==> config.mk <==
export PLATFORM = sky130hd
export DESIGN_NAME = parking_lot_ctrl_flat
export DESIGN_NICKNAME = d
export VERILOG_FILES = /design/src/rtl/parking_lot_ctrl_pkg.sv /design/src/rtl/parking_lot_ctrl_if.sv /design/src/rtl/parking_lot_ctrl_occupancy_counter.sv /design/src/rtl/parking_lot_ctrl.sv /design/src/flat_wrapper.sv
export SDC_FILE = /design/constraint.sdc
export NUM_CORES = 1
export LEC_CHECK = 0
export CORE_UTILIZATION = 46
export DETAILED_ROUTE_END_ITERATION = 7
export GPL_TIMING_DRIVEN = 0
export HOLD_SLACK_MARGIN = 0.05
export PLACE_DENSITY_LB_ADDON = 0.2
export SLEW_MARGIN = 20
export SYNTH_ARGS = -nofsm -noshare
export SYNTH_HDL_FRONTEND = slang
export SYNTH_HIERARCHICAL = 1
export SYNTH_SLANG_ARGS = --single-unit
==> constraint.sdc <==
create_clock -name clk -period 2.8 [get_ports clk]
set_input_delay 0.84 -clock clk [delete_from_list [all_inputs] [get_ports clk]]
set_output_delay 0.84 -clock clk [all_outputs]
set_load 0.005 [all_outputs]
==> src/rtl/parking_lot_ctrl_pkg.sv <==
// Shared types and defaults for the parking lot controller.
// Optional statistics outputs are enabled by defining PARKING_STATS_EN.
package parking_pkg;

  typedef enum logic [1:0] {
    G_CLOSED = 2'd0,
    G_OPEN   = 2'd1,
    G_HOLD   = 2'd2
  } gate_state_t;

  localparam int STATS_W              = 16;
  localparam int DEFAULT_CAPACITY     = 16;
  localparam int DEFAULT_GATE_TIMEOUT = 50;

endpackage

==> src/rtl/parking_lot_ctrl_if.sv <==
// Detector, gate and status signals between the lot controller and its environment.
interface parking_lot_ctrl_if
  import parking_pkg::*;
#(
  parameter int CNT_W = 5
) ();

  logic               enter;
  logic               exit;
  logic               entry_req;
  logic               gate_open;
  logic [CNT_W-1:0]   occupancy;
  logic               full;
  logic               empty;
  logic               deny;
  logic               count_err;
  logic [STATS_W-1:0] total_entries;
  logic [CNT_W-1:0]   peak_occ;

  modport master (
    output enter, exit, entry_req,
    input  gate_open, occupancy, full, empty, deny, count_err, total_entries, peak_occ
  );

  modport slave (
    input  enter, exit, entry_req,
    output gate_open, occupancy, full, empty, deny, count_err, total_entries, peak_occ
  );

endinterface

==> src/rtl/parking_lot_ctrl_occupancy_counter.sv <==
// Saturating up/down car counter with a sticky error flag for impossible moves.
module occupancy_counter #(
  parameter int CAPACITY = 16,
  parameter int CNT_W    = $clog2(CAPACITY + 1)
) (
  input  logic             clk,
  input  logic             reset,
  input  logic             inc,
  input  logic             dec,
  output logic [CNT_W-1:0] count,
  output logic             err
);

  logic [CNT_W-1:0] count_reg, count_next;
  logic             err_reg, err_next;

  // Simultaneous inc/dec cancel out even at the boundaries.
  always_comb begin
    count_next = count_reg;
    err_next   = err_reg;
    if (inc && !dec) begin
      if (count_reg == CNT_W'(CAPACITY)) err_next = 1'b1;
      else                               count_next = count_reg + 1'b1;
    end else if (dec && !inc) begin
      if (count_reg == '0) err_next = 1'b1;
      else                 count_next = count_reg - 1'b1;
    end
  end

  always_ff @(posedge clk) begin
    if (reset) begin
      count_reg <= '0;
      err_reg   <= 1'b0;
    end else begin
      count_reg <= count_next;
      err_reg   <= err_next;
    end
  end

  assign count = count_reg;
  assign err   = err_reg;

endmodule

==> src/rtl/parking_lot_ctrl.sv <==
// Lot controller: occupancy counting plus entry-gate sequencing with slot reservation.
// Define PARKING_STATS_EN to build the total_entries / peak_occ statistics.
module parking_lot_ctrl
  import parking_pkg::*;
#(
  parameter int CAPACITY     = DEFAULT_CAPACITY,
  parameter int CNT_W        = $clog2(CAPACITY + 1),
  parameter int GATE_TIMEOUT = DEFAULT_GATE_TIMEOUT
) (
  input  logic             clk,
  input  logic             reset,
  parking_lot_ctrl_if.slave bus
);

  localparam logic [1:0] S_CLOSED = 2'(G_CLOSED);
  localparam logic [1:0] S_OPEN   = 2'(G_OPEN);
  localparam logic [1:0] S_HOLD   = 2'(G_HOLD);
  localparam int         TMR_W    = $clog2(GATE_TIMEOUT);

  logic [1:0]       state_reg, state_next;
  logic [TMR_W-1:0] timer_reg, timer_next;
  logic             pending_reg, pending_next;
  logic             gate_open_reg, gate_open_next;
  logic             deny_reg, deny_next;
  logic [CNT_W-1:0] occupancy;
  logic [CNT_W:0]   committed;
  logic             full;

  occupancy_counter #(
    .CAPACITY (CAPACITY),
    .CNT_W    (CNT_W)
  ) u_counter (
    .clk   (clk),
    .reset (reset),
    .inc   (bus.enter),
    .dec   (bus.exit),
    .count (occupancy),
    .err   (bus.count_err)
  );

  // A granted-but-not-yet-entered car already owns a slot.
  assign committed = {1'b0, occupancy} + {{CNT_W{1'b0}}, pending_reg};
  assign full      = committed >= (CNT_W + 1)'(CAPACITY);

  always_comb begin
    state_next   = state_reg;
    timer_next   = timer_reg;
    pending_next = pending_reg;
    deny_next    = 1'b0;
    case (state_reg)
      S_CLOSED: begin
        if (bus.entry_req) begin
          if (!full) begin
            state_next   = S_OPEN;
            pending_next = 1'b1;
            timer_next   = '0;
          end else begin
            state_next = S_HOLD;
            deny_next  = 1'b1;
          end
        end
      end
      S_OPEN: begin
        if (bus.enter || timer_reg == TMR_W'(GATE_TIMEOUT - 1)) begin
          state_next   = S_HOLD;
          pending_next = 1'b0;
        end else begin
          timer_next = timer_reg + 1'b1;
        end
      end
      S_HOLD: begin
        // Wait for button release so one press yields one grant or deny.
        if (!bus.entry_req) state_next = S_CLOSED;
      end
      default: state_next = S_CLOSED;
    endcase
    gate_open_next = (state_next == S_OPEN);
  end

  always_ff @(posedge clk) begin
    if (reset) begin
      state_reg     <= S_CLOSED;
      timer_reg     <= '0;
      pending_reg   <= 1'b0;
      gate_open_reg <= 1'b0;
      deny_reg      <= 1'b0;
    end else begin
      state_reg     <= state_next;
      timer_reg     <= timer_next;
      pending_reg   <= pending_next;
      gate_open_reg <= gate_open_next;
      deny_reg      <= deny_next;
    end
  end

  assign bus.gate_open = gate_open_reg;
  assign bus.deny      = deny_reg;
  assign bus.occupancy = occupancy;
  assign bus.full      = full;
  assign bus.empty     = (occupancy == '0) && !pending_reg;

`ifdef PARKING_STATS_EN
  logic [STATS_W-1:0] total_entries_reg;
  logic [CNT_W-1:0]   peak_occ_reg;
  logic               accepted;

  // An enter is counted unless it saturated against a full lot.
  assign accepted = bus.enter && !(!bus.exit && occupancy == CNT_W'(CAPACITY));

  always_ff @(posedge clk) begin
    if (reset) begin
      total_entries_reg <= '0;
      peak_occ_reg      <= '0;
    end else begin
      if (accepted) total_entries_reg <= total_entries_reg + 1'b1;
      if (occupancy > peak_occ_reg) peak_occ_reg <= occupancy;
    end
  end

  assign bus.total_entries = total_entries_reg;
  assign bus.peak_occ      = peak_occ_reg;
`else
  assign bus.total_entries = '0;
  assign bus.peak_occ      = '0;
`endif

endmodule

==> src/flat_wrapper.sv <==
// flat-port wrapper written by rule: the top's interface ports become plain ports
module parking_lot_ctrl_flat import parking_pkg::*;
#(
  parameter int CAPACITY     = DEFAULT_CAPACITY,
  parameter int CNT_W        = $clog2(CAPACITY + 1),
  parameter int GATE_TIMEOUT = DEFAULT_GATE_TIMEOUT
)
  (clk, reset, bus_enter, bus_exit, bus_entry_req, bus_gate_open, bus_occupancy, bus_full, bus_empty, bus_deny, bus_count_err, bus_total_entries, bus_peak_occ);
  parking_lot_ctrl_if #(.CNT_W(CNT_W)) bus_i ();
  input  logic clk;
  input  logic reset;
  input wire logic [$bits(bus_i.enter)-1:0] bus_enter;
  input wire logic [$bits(bus_i.exit)-1:0] bus_exit;
  input wire logic [$bits(bus_i.entry_req)-1:0] bus_entry_req;
  output wire logic [$bits(bus_i.gate_open)-1:0] bus_gate_open;
  output wire logic [$bits(bus_i.occupancy)-1:0] bus_occupancy;
  output wire logic [$bits(bus_i.full)-1:0] bus_full;
  output wire logic [$bits(bus_i.empty)-1:0] bus_empty;
  output wire logic [$bits(bus_i.deny)-1:0] bus_deny;
  output wire logic [$bits(bus_i.count_err)-1:0] bus_count_err;
  output wire logic [$bits(bus_i.total_entries)-1:0] bus_total_entries;
  output wire logic [$bits(bus_i.peak_occ)-1:0] bus_peak_occ;
  assign bus_i.enter = bus_enter;
  assign bus_i.exit = bus_exit;
  assign bus_i.entry_req = bus_entry_req;
  assign bus_gate_open = bus_i.gate_open;
  assign bus_occupancy = bus_i.occupancy;
  assign bus_full = bus_i.full;
  assign bus_empty = bus_i.empty;
  assign bus_deny = bus_i.deny;
  assign bus_count_err = bus_i.count_err;
  assign bus_total_entries = bus_i.total_entries;
  assign bus_peak_occ = bus_i.peak_occ;
  parking_lot_ctrl #(.CAPACITY(CAPACITY), .CNT_W(CNT_W), .GATE_TIMEOUT(GATE_TIMEOUT)) u_core (.clk(clk), .reset(reset), .bus(bus_i));
endmodule
==> results of run 1 <==
layout make-up:
| cell class | instances | area (um^2) | area share, % |
|---|---|---|---|
| clock buffer | 4 | 26.28 | 1.803 |
| inverter | 7 | 26.28 | 1.803 |
| timing repair buffer | 14 | 140.1 | 9.614 |
| multi-input combinational | 111 | 720.7 | 49.44 |
| tap | 28 | 35.03 | 2.403 |
| sequential | 17 | 342.8 | 23.52 |
| buffer | 23 | 166.4 | 11.42 |
stage by stage:
stage	worst slack, ns	utilization (%)
global placement	-0.05765	61.98
global route	0.04862	63.45
CTS	0.01436	63.13
finish	0.1191	63.45
detailed placement	-0.1207	61.98
floorplan	0.5957	-
cells in the mapped netlist (2+ instances only):
cell type   n  share of area, %
buf_4      21                13
dfxtp_1    17                29
nand2_1    12               3.8
a21oi_1    11               4.7
inv_1       7               2.2
nor2_1      7               2.2
ha_1        6               6.4
nand3b_1    6               3.8
mux2i_1     4               3.4
or3b_1      4               3.0
nand2b_1    3               1.6
nand3_1     3               1.3
nor2b_1     3               1.6
nor3_1      3               1.3
o21ai_0     3               1.3
a211oi_1    2               1.3
o31ai_1     2               1.3
or3_1       2               1.1
or4_1       2               1.3
xnor2_1     2               1.5
timing repair:
item	CTS	global route
endpoints found under the hold margin	0	0
resized for setup	0	3
setup endpoints to repair	0	1
placed cells by master, fill, tap and decap left out, types with 2 or more instances in the layout:
cell type        synthesis  final
dfxtp_2                  0      2
dfxtp_1                 17     15
clkdlybuf4s50_1          0     14
a211oi_1                 2      2
nand2_1                 12     12
nand2b_1                 3      3
mux2i_1                  4      4
o31ai_1                  2      2
clkbuf_4                 0      3
nor3_1                   3      2
or4_1                    2      2
o21ai_0                  3      3
ha_1                     6      6
nand3b_1                 6      6
nor2_1                   7      7
nand3_1                  3      3
a21oi_1                 11     11
inv_1                    7      7
conb_1                   1     21
buf_4                   21     21
or3_1                    2      2
nor2b_1                  3      3
clkbuf_1                 1      2
or3b_1                   4      4
xnor2_1                  2      2
critical path, delay by kind of cell, from the launching register on:
kind / cells / cell delay, ns
buf+inv: 1 / 0.52
flops: 1 / 0.37
simple gates: 2 / 0.67
worst max-delay path by stage:
stage                              start                   endpoint  slack, ns  cells after the start
3_5_place_dp                   bus_enter  u_core/u_counter/count[3]      -0.12                      9
2_1_floorplan                   bus_exit  u_core/u_counter/count[3]       0.60                      9
4_1_cts        u_core/u_counter/count[1]                  bus_empty       0.01                      3
6_report       u_core/u_counter/count[1]                  bus_empty       0.12                      3
5_1_grt        u_core/u_counter/count[1]                  bus_empty       0.05                      3
3_3_place_gp                   bus_enter  u_core/u_counter/count[3]      -0.06                      9
cell families after synthesis:
logic type / Yosys count
simple gates: 51
buf+inv: 30
compound gates: 26
flops: 17
fa+ha+maj: 7
mux: 4
xor+xnor: 2
other cells: 1
layer usage:
| metal | vias up | track usage (%) | wire length, um |
|---|---|---|---|
| met1 | 459 | 22.05 | 1034 |
| met5 | - | 0 | 0 |
| met3 | 2 | 2.609 | 134 |
| li1 | 523 | - | - |
| met4 | 0 | 10.09 | 16 |
| met2 | 35 | 30.59 | 1073 |
power groups by stage:
stage | Combinational (mW) | Sequential [mW] | Clock, mW
final | 0.578 | 0.384 | 0.130
after global routing | 0.637 | 0.395 | 0.149
after CTS | 0.567 | 0.380 | 0.138
after detailed placement | 0.563 | 0.386 | 0
after global placement | 0.543 | 0.383 | 0
after floorplan | 0.369 | 0.374 | 0
==> impl_metrics.ini, run 1 <==
[routing]
drtAntennaViolNets = 0
drt-vias-per-instance = 4.995
drc_errors = 0
drtIter0Drc = 19
drt_first_pass_iters = 4
num_vias = 1019
wire_per_inst_um = 11.06
routed_wl_um = 2257

[grt]
grt_antenna_before_repair = 0
grt_overflow_total = 0
grt_use_total_pct = 18.24
grt_pass1_wl_um = 3643
grt_pass1_vias = 877
grt_max_degree = 15

[setup_path]
regToRegStartpoint = u_core/u_counter/count[0]
slowest_stage = or4_1
max_stage_delay_ns = 0.54
cp.required_ns = 1.96
critical_path_peak_fanout = 7
reg2reg_slack_ns = 1.02
r2r_cells = 7
critPathKind = reg2out
reg2reg_to = u_core/u_counter/count[4]
startpoint_type = register
end_kind = output port
arrival_ns = 1.84
path_cells = or4_1, nor3_2, clkdlybuf4s50_1

[power_and_ir_drop]
p_sw_uw = 423.6
pwr-share-seq_pct = 35.2
p_total_mw = 1.092
p_leak_nw = 0.6206
power.share.clock_pct = 11.9
p_int_uw = 668.8
switching_share_pct = 38.77
ir_worst_vdd_v = 0.0004976
p_comb_share_pct = 52.9
power.density_nw_per_um2 = 749.4

[yosys]
ys_types = 38
synth-xor-area-share_pct = 1.493
async_flop_share_pct = 0
synthAdderAreaFrac_pct = 8.102
synth_compound_area_share_pct = 14.71
synth_edf_count = 0
synthSimpleGateAreaFrac_pct = 26.55
synthCells = 138
ys.flop_type = dfxtp_1
synth-seq-area-share_pct = 29.00
synth-seq-cells = 17
synth_top_family_by_area = simple AND/OR/NAND/NOR gates
syn_avg_cell_area_um2 = 8.505
ys_warn_count = 6
synth_area_um2 = 1174
synthMuxAreaShare_pct = 3.412

[clock_tree]
clkTransAtPathRegs_ns = 0.10
clock-sinks = 17
cts_buffers = 3
h-tree-depth = 1
cts_buffer_depth = 2
cts_tree = built
cts_setup_buffers = 0
ctsHoldBuffers = 0
cts_root_buf = clkbuf_4
clk_latency_ns = 0.28

[layout]
instances_no_fill = 204
fill_cells = 208
drive_gt1_share_pct = 19.32
postLayoutCellArea_um2 = 1458
area_growth_pct = 24.20
largest_register_ffs = 6
n_antenna_cell = 0
nets = 189

[floorplan]
rows = 17
die_w_um = 52.51
core-area_um2 = 2297
start_util_pct = 51.09
die_y_um = 52.51
pin_count = 36
dieArea_um2 = 2757

[worst_hold_path]
min_from = u_core/u_counter/err
worstHoldPathType = reg2reg
holdPathStages = 2
hold_end = u_core/u_counter/err

[timing]
slew_headroom_pct = 63.18
tns_ns = 0
drv_slew = 0
max_freq_mhz = 373.0
min_period_over_period_pct = 95.75
rsz0062_at_grt = no
fin_worst_skew_ns = 0.0007933
setup_viol = 0
finalHoldViolCount = 0
tightest_slew_ns = 0.5466
holdWs_ns = 0.4966
period_minus_slack_ns = 2.681

[placement]
placed_area_um2 = 1424
dp.cells = 200
place_congestion = 0.7955
portBuffers = 14
post-dp-hpwl_um = 1722

[outcome]
status = completed

[job]
cap_violations = 0
Note: power is estimated with default switching activity, not from simulation.
==> inputs of run 2 (changes only) <==
CORE_UTILIZATION = 45   (was 46)
SYNTH_HIERARCHICAL = unset   (was 1)
==> run 2 against run 1 <==
Net effect: routed wire length decreased by 9.2%; flip-flop and latch count unchanged; die area decreased by 3.7%; highest routed layer unchanged; largest power group unchanged; final cell count shrank 4.4%; combinational power hardly changed.
==> impl_metrics.ini, run 2 <==
[layout]
fill_cells = 200
multi_input_area_um2 = 673.1
regArea_um2 = 340.3
drive_gt1_share_pct = 19.16
largest_register_ffs = 6
nets = 180
area_growth_pct = 27.44
n_antenna_cell = 0
postLayoutCellArea_um2 = 1406
instances_no_fill = 195
final_cell_mix = 21 x buf_4, 21 x conb_1, 17 x dfxtp_1, 12 x nor2_1, 12 x clkdlybuf4s50_1

[placement]
dp.cells = 191
post-dp-hpwl_um = 1591
place_congestion = 0.8007
placed_area_um2 = 1344
post-place-ws_ns = -0.4042
portBuffers = 13

[routing]
drt-vias-per-instance = 4.790
drtAntennaViolNets = 0
num_vias = 934
drtIter0Drc = 10
drc_errors = 0
routed_wl_um = 2050
wire_per_inst_um = 10.51
drt_first_pass_iters = 4

[clock_tree]
cts_setup_buffers = 0
cts_buffer_depth = 2
cts_buffers = 3
cts_tree = built
h-tree-depth = 1
cts_root_buf = clkbuf_4
clk_latency_ns = 0.29
clock-sinks = 17
clkTransAtPathRegs_ns = 0.10

[timing]
slew_headroom_pct = 63.44
setup_viol = 0
fin_worst_skew_ns = 0.002630
drv_slew = 0
timing.final.ws_setup_ns = 0.1827
holdWs_ns = 0.4875
tns_ns = 0
finalHoldViolCount = 0
min_period_over_period_pct = 93.47
period_minus_slack_ns = 2.617
max_freq_mhz = 382.1
rsz0062_at_grt = no
tightest_slew_ns = 0.5448

[yosys]
ys.flop_type = dfxtp_1
synth-xor-area-share_pct = 7.143
synthCells = 130
async_flop_share_pct = 0
synth_compound_area_share_pct = 18.59
synth_top_family_by_area = compound AO/OA/AOI/OAI gates
syn_avg_cell_area_um2 = 8.489
synthAdderAreaFrac_pct = 8.617
synth_area_um2 = 1104
synth-seq-cells = 17
synth.area.top_cells = dfxtp_1 31%, buf_4 14%, xnor2_1 7.1%
yosys.cell_count.top_type = buf_4
synth_edf_count = 0
synth_top_cell_area_share_pct = 30.84
synth-seq-area-share_pct = 30.84
yosysTopAreaCell = dfxtp_1
ys_warn_count = 0
synthMuxAreaShare_pct = 0
synth_common_cells = 21 x buf_4, 17 x dfxtp_1, 12 x nor2_1
synthSimpleGateAreaFrac_pct = 16.44
ys_types = 36

[grt]
grt_max_degree = 11
grt_use_total_pct = 16.91
grt_pass1_vias = 781
grt_antenna_before_repair = 0
grt_overflow_total = 0
grt_pass1_wl_um = 3339

[worst_hold_path]
worstHoldPathType = reg2reg

[power_and_ir_drop]
p_leak_nw = 0.5854
ir_worst_vdd_v = 0.0005055
power.density_nw_per_um2 = 784.1

[setup_path]
critPathKind = in2reg
startpoint_type = input pin
end_kind = register
cp.required_ns = 3.00
critical_path_peak_fanout = 6
arrival_ns = 2.81

[job]
cap_violations = 0

[floorplan]
dieArea_um2 = 2654
die_w_um = 51.52
pin_count = 36
start_util_pct = 48.95
die_y_um = 51.52
rows = 17
core-area_um2 = 2255

[outcome]
status = completed
## run 2: path summary, 6_finish.rpt
check,start,endpoint,slack (ns),cells past startpoint
max,bus_exit,u_core.u_counter.count[4],0.18,10
min,u_core.u_counter.err,u_core.u_counter.err,0.49,2
max reg2reg,u_core.u_counter.count[0],u_core.u_counter.count[4],0.77,7
min reg2reg,u_core.u_counter.err,u_core.u_counter.err,0.49,2
## run 2: critical path, stage by stage
cell and delay (ns):
clkdlybuf4s50_1 0.39, inv_1 0.10, ha_4 0.19, inv_1 0.09, ha_1 0.34, nor2b_1 0.15, o21ai_1 0.12, and2_1 0.20
o41a_1 0.30, o311ai_0 0.09
## run 2: per-stage QoR
step	total power [mW]	utilization [%]
floorplan	0.7312	-
global placement	0.9115	59.60
detailed placement	0.9324	59.60
CTS	1.075	61.15
global route	1.194	62.38
finish	1.103	62.38
## run 2: where the power goes
group          switching [mW]  leakage [nW]  internal, mW
combinational           0.259         0.431         0.317
sequential             0.0900         0.139         0.303
clock                  0.0790        0.0150        0.0554
total                   0.428         0.585         0.675
## run 2: what timing repair did
| item | 4_1_cts | 5_1_grt |
|---|---|---|
| endpoints found under the setup margin | 2 | 2 |
| hold buffers | 0 | 0 |
| resized for setup | 3 | 6 |
| endpoints found under the hold margin | 0 | 0 |
## run 2: cells by family (layout without fill, tap and decap cells)
kind of cell             Yosys count  after routing
AND/OR/NAND/NOR                   37             37
AO/OA/AOI/OAI                     27             27
XOR/XNOR                           9              9
flip-flops                        17             17
other                              1             21
buffers and inverters             32             49
adder cells (fa/ha/maj)            7              7
## run 2: layout make-up
cell class / instances / area share (%)
multi-input cells: 101 / 47.86
flip-flops and latches: 17 / 24.20
plain buffers: 23 / 11.74
repair buffers: 13 / 9.431
well taps: 28 / 2.491
inverters: 9 / 2.402
clock buffers: 4 / 1.868
## run 2: layer usage
layer / vias to the layer above / routed length [um] / GRT usage [%]
li1: 478 / - / -
met1: 411 / 919 / 20.47
met2: 41 / 932 / 27.92
met3: 4 / 165 / 4.094
met4: 0 / 32 / 8.108
met5: - / 0 / 0
